$ cat src/rtl/divu_arbiter.sv
// Shares one fixed-point divu among NREQ requesters: round-robin grant, one
// division in flight, response demux, and a watchdog for a hung divider.

module divu_arbiter_lane #(
  parameter int IDW = 1,
  parameter int IDX = 0
) (
  input  logic           idle,
  input  logic           found,
  input  logic [IDW-1:0] gsel,
  input  logic           rsp_vld,
  input  logic           rsp_rdy,
  output logic           req_rdy,
  output logic           rsp_hs
);
  assign req_rdy = idle & found & (gsel == IDW'(IDX));
  assign rsp_hs  = rsp_vld & rsp_rdy;
endmodule

module divu_arbiter #(
  parameter int NREQ    = 4,
  parameter int WIDTH   = 32,
  parameter int FBITS   = 16,
  parameter int TIMEOUT = WIDTH + FBITS + 4,
  localparam int IDW    = (NREQ > 1) ? $clog2(NREQ) : 1
) (
  input  logic                  clk,
  input  logic                  rst,
  input  logic [NREQ-1:0]       req_valid,
  output logic [NREQ-1:0]       req_ready,
  input  logic [NREQ*WIDTH-1:0] req_a,
  input  logic [NREQ*WIDTH-1:0] req_b,
  output logic [NREQ-1:0]       rsp_valid,
  input  logic [NREQ-1:0]       rsp_ready,
  output logic [WIDTH-1:0]      rsp_val,
  output logic [1:0]            rsp_status,
  output logic [IDW-1:0]        grant_id,
  output logic                  busy,
  output logic                  div_rst,
  output logic                  div_start,
  output logic [WIDTH-1:0]      div_a,
  output logic [WIDTH-1:0]      div_b,
  input  logic                  div_busy,
  input  logic                  div_done,
  input  logic                  div_valid,
  input  logic                  div_dbz,
  input  logic                  div_ovf,
  input  logic [WIDTH-1:0]      div_val
);
  localparam int CW = $clog2(TIMEOUT + 1);

  localparam logic [1:0] S_IDLE  = 2'd0;
  localparam logic [1:0] S_START = 2'd1;
  localparam logic [1:0] S_WAIT  = 2'd2;
  localparam logic [1:0] S_RESP  = 2'd3;

  logic [1:0]                 state;
  logic [IDW-1:0]             ptr;
  logic [CW-1:0]              cnt;
  logic [NREQ-1:0][WIDTH-1:0] a_arr, b_arr;
  logic [NREQ-1:0]            rsp_hs;
  logic                       hi_hit, lo_hit, found, handshake, wdog;
  logic [IDW-1:0]             hi_idx, lo_idx, gsel;

  // div_busy is informational and div_done alone qualifies a result.
  logic unused_div;
  assign unused_div = div_busy ^ div_valid;

  assign a_arr = req_a;
  assign b_arr = req_b;

  // Lowest valid index at/above ptr wins; otherwise wrap to the lowest valid.
  always_comb begin
    hi_hit = 1'b0;
    lo_hit = 1'b0;
    hi_idx = '0;
    lo_idx = '0;
    for (int i = NREQ - 1; i >= 0; i--) begin
      if (req_valid[i]) begin
        lo_hit = 1'b1;
        lo_idx = IDW'(i);
        if (IDW'(i) >= ptr) begin
          hi_hit = 1'b1;
          hi_idx = IDW'(i);
        end
      end
    end
  end

  assign found = lo_hit;
  assign gsel  = hi_hit ? hi_idx : lo_idx;

  for (genvar i = 0; i < NREQ; i++) begin : g_lane
    divu_arbiter_lane #(.IDW(IDW), .IDX(i)) u_lane (
      .idle    (state == S_IDLE),
      .found   (found),
      .gsel    (gsel),
      .rsp_vld (rsp_valid[i]),
      .rsp_rdy (rsp_ready[i]),
      .req_rdy (req_ready[i]),
      .rsp_hs  (rsp_hs[i])
    );
  end

  // rsp_valid is only ever set for grant_id, so other rsp_ready bits drop out.
  assign handshake = |rsp_hs;

  // Watchdog fires on the last WAIT cycle; a coincident done takes precedence.
  assign wdog    = (state == S_WAIT) && !div_done && (cnt == CW'(TIMEOUT - 1));
  assign div_rst = rst | wdog;

  always_ff @(posedge clk) begin
    if (rst) begin
      state      <= S_IDLE;
      ptr        <= '0;
      grant_id   <= '0;
      cnt        <= '0;
      div_start  <= 1'b0;
      div_a      <= '0;
      div_b      <= '0;
      rsp_valid  <= '0;
      rsp_val    <= '0;
      rsp_status <= 2'b00;
      busy       <= 1'b0;
    end else begin
      case (state)
        S_IDLE: begin
          if (found) begin
            div_a     <= a_arr[gsel];
            div_b     <= b_arr[gsel];
            grant_id  <= gsel;
            div_start <= 1'b1;
            busy      <= 1'b1;
            state     <= S_START;
          end
        end
        S_START: begin
          div_start <= 1'b0;
          cnt       <= '0;
          state     <= S_WAIT;
        end
        S_WAIT: begin
          cnt <= cnt + 1'b1;
          if (div_done) begin
            rsp_valid <= NREQ'(1) << grant_id;
            state     <= S_RESP;
            if (div_dbz) begin
              rsp_status <= 2'b01;
              rsp_val    <= '0;
            end else if (div_ovf) begin
              rsp_status <= 2'b10;
              rsp_val    <= '0;
            end else begin
              rsp_status <= 2'b00;
              rsp_val    <= div_val;
            end
          end else if (wdog) begin
            rsp_valid  <= NREQ'(1) << grant_id;
            rsp_status <= 2'b11;
            rsp_val    <= '0;
            state      <= S_RESP;
          end
        end
        S_RESP: begin
          if (handshake) begin
            rsp_valid <= '0;
            ptr       <= (grant_id == IDW'(NREQ - 1)) ? '0 : grant_id + 1'b1;
            busy      <= 1'b0;
            state     <= S_IDLE;
          end
        end
        default: state <= S_IDLE;
      endcase
    end
  end
endmodule

$ cat config.mk
export PLATFORM = sky130hd
export DESIGN_NAME = divu_arbiter
export DESIGN_NICKNAME = d
export VERILOG_FILES = /design/src/rtl/divu_arbiter.sv
export SDC_FILE = /design/constraint.sdc
export NUM_CORES = 1
export LEC_CHECK = 0
export BUFFER_PORTS_ARGS = -buffer_cell sky130_fd_sc_hd__buf_4
export CAP_MARGIN = 25
export CELL_PAD_IN_SITES_DETAIL_PLACEMENT = 0
export CELL_PAD_IN_SITES_GLOBAL_PLACEMENT = 1
export CORE_AREA = 2 2 160 162
export DETAILED_ROUTE_END_ITERATION = 12
export DIE_AREA = 0 0 162 164
export GPL_ROUTABILITY_DRIVEN = 0
export PLACE_DENSITY = 0.79
export SYNTH_ARGS = -nofsm -noshare
export SYNTH_HDL_FRONTEND = slang
export SYNTH_SLANG_ARGS = --single-unit
$ cat constraint.sdc
create_clock -name clk -period 4.7 [get_ports clk]
set_clock_uncertainty 0.05 [all_clocks]
set_input_delay 1.175 -clock clk [delete_from_list [all_inputs] [get_ports clk]]
set_output_delay 1.175 -clock clk [all_outputs]
set_load 0.05 [all_outputs]
==> reports/metrics.cfg <==
[finish]
fin_nets=1326
finalNonFillerCells=1355
syn_to_final_growth_pct=59.0
multiInputGateArea_um2=3250
drive_above_1_share_pct=45.3
nFillCells=2557
seq_area_um2=2320
antenna_cells=0

[timing]
slew_headroom_pct=31.2
period_share_pct=80.0
setup_tns_ps=0
drv_slew=0
tightest_slew_ps=1030
hold_viol_final=0
max_freq_ghz=0.266
rsz0062_at_grt=false
setup_viol=0
min_period_ps=3760

[power_and_ir_drop]
ir_worst_vdd_mv=0.191
powerDensity_nw_per_um2=470
power_leakage_nw=4.85

[grt]
grt_pass1_wl_mm=35.2
grt_pass1_vias=6376
grt_overflow_total=0
globalRouteTotalUtil_pct=16.9
antenna_found_initial=0
grt_max_degree=63

[floorplanning]
die_x_um=162
dieHeight_um=164
row_count=58
core_um2=24800
ios=414
start_util_pct=24.8
die_area_um2=26600

[synthesis]
synth_top_family_by_area=multiplexers
yosys.area_share.simple_pct=13.4
syn_nets=950
synth.yosys.seq_area_share_pct=37.7
synth_ff_type=dfxtp_1
synth_mux_area_share_pct=21.9
synthTopCellsByCount=133 x mux2i_1, 116 x dfxtp_1, 105 x nand2_1
synth_enable_flop_cells=0
synth_compound_area_share_pct=14.7
synthDistinctLibCells=44
ys_top_cells_by_area=dfxtp_1 38%, mux2i_1 22%, o221ai_1 9.1%
yosysTopAreaCell=dfxtp_1
syn_area_um2=6160
ys_warn_count=0
avgSynthCellArea_um2=9.67
synth_xor_area_share_pct=0.711
synth.most_common_cell=mux2i_1
synthAdderAreaFrac_pct=2.03
synth_top_cell_area_share_pct=37.7
synthCells=637
synth-async-reset-ratio_pct=0
ys_ff_latch=116

[route]
wl_per_cell_um=17.6
drt-vias-per-instance=4.73
ant_nets=0
drtIter0Drc=288
firstDrtPassIters=4
vias=6403
drc_errors=0
finalWirelength_mm=23.9

[setup_path]
critPathArrivalTime_ps=2530
crit_fanout=22
critical_path_required_ps=3470
worstSetupPathType=in2out
cp-start-kind=input pin
endpoint_kind=output port

[placed_design]
io_buffers=411
dp_cells=1324
hpwl_mm=17.9

[clocking]
clk_pin_slew_ps=60
htree_levels=4
clk_latency_ps=410
cts_resized=0
cts_setup_buffers=0
hold_buffers=0
clkSinkCount=116
cts_buffer_depth=2
cts_tree=built
root_buffer=clkbuf_16
cts_made_buffers=17

[run]
cap_viol_max_count=0

[hold_path]
hold_path_class=reg2reg

[outcome]
status=finished clean

[final cells by class]
cell class	instances	area share, %
multi-input combinational	448	33.2
timing repair buffer	419	32.5
sequential	116	23.7
clock buffer	18	4.38
inverter	11	0.562
clock inverter	13	1.39
tap	330	4.22
[logic make-up after synthesis]
logic type,Yosys count
adder cells (fa/ha/maj),10
multiplexers,134
XOR/XNOR,5
buffers and inverters,73
AO/OA/AOI/OAI,122
flip-flops,116
AND/OR/NAND/NOR,177
[path summary, 6_finish.rpt]
| check | slack (ps) | depth (start not counted) | start | endpoint |
|---|---|---|---|---|
| max | 940 | 6 | req_valid[0] | req_ready[3] |
| min | 400 | 2 | rsp_val[11]$_SDFFE_PP0P_ | rsp_val[11]$_SDFFE_PP0P_ |
| max reg2reg | 2030 | 6 | ptr[1]$_SDFFE_PP0P_ | div_a[18]$_SDFFE_PP0P_ |
| min reg2reg | 400 | 2 | rsp_val[11]$_SDFFE_PP0P_ | rsp_val[11]$_SDFFE_PP0P_ |
[through the flow]
stage / area, um^2 / worst slack, ps / total power [mW] / utilization, % / hold slack (ps)
floorplan: 6160 / 1240 / 2.69 / - / 382
global placement: 9230 / 956 / 3.36 / 37.2 / 390
detailed placement: 9230 / 928 / 3.38 / 37.2 / 395
CTS: 9790 / 930 / 4.67 / 39.5 / 402
global route: 9790 / 860 / 4.83 / 39.5 / 417
finish: 9790 / 940 / 4.61 / 39.5 / 402
[critical path, stage by stage]
cell,delay [ps]
buf_4,130
mux2_4,280
nand2_4,80
nand3_4,330
nor3_1,290
buf_4,250
[state kept, by name, summed over array words and instances (netlist names)]
signal	count
rsp_status	2
busy	1
cnt	6
grant_id	2
state	2
div_a	32
ptr	2
div_start	1
rsp_val	32
rsp_valid	4
div_b	32
[where the power goes]
group          internal, mW  switching [mW]  total (mW)  leakage [nW]
Sequential             1.19           0.118        1.31         0.949
Combinational         0.692            1.33        2.03          3.63
Clock                 0.776           0.494        1.27         0.268
[layout by cell type (no fill, tap or decap), types with 4 or more instances in the layout]
| cell | n |
|---|---|
| clkinvlp_4 | 4 |
| ha_1 | 10 |
| buf_4 | 416 |
| clkbuf_16 | 17 |
| o221ai_1 | 64 |
| nor3_1 | 5 |
| inv_1 | 10 |
| a21oi_1 | 39 |
| dfxtp_1 | 116 |
| nor2_1 | 13 |
| clkinv_2 | 4 |
| mux2i_1 | 133 |
| a22o_1 | 4 |
| nand4_1 | 34 |
| nand2_1 | 105 |
[layer usage]
layer,part of all wire (%),track usage (%),vias up
li1,-,-,3111
met5,0,0,-
met2,51,29.6,262
met1,38,19.4,3003
met3,8.5,5.45,27
met4,2.4,5.99,0
Power figures use the tool's default switching activity.
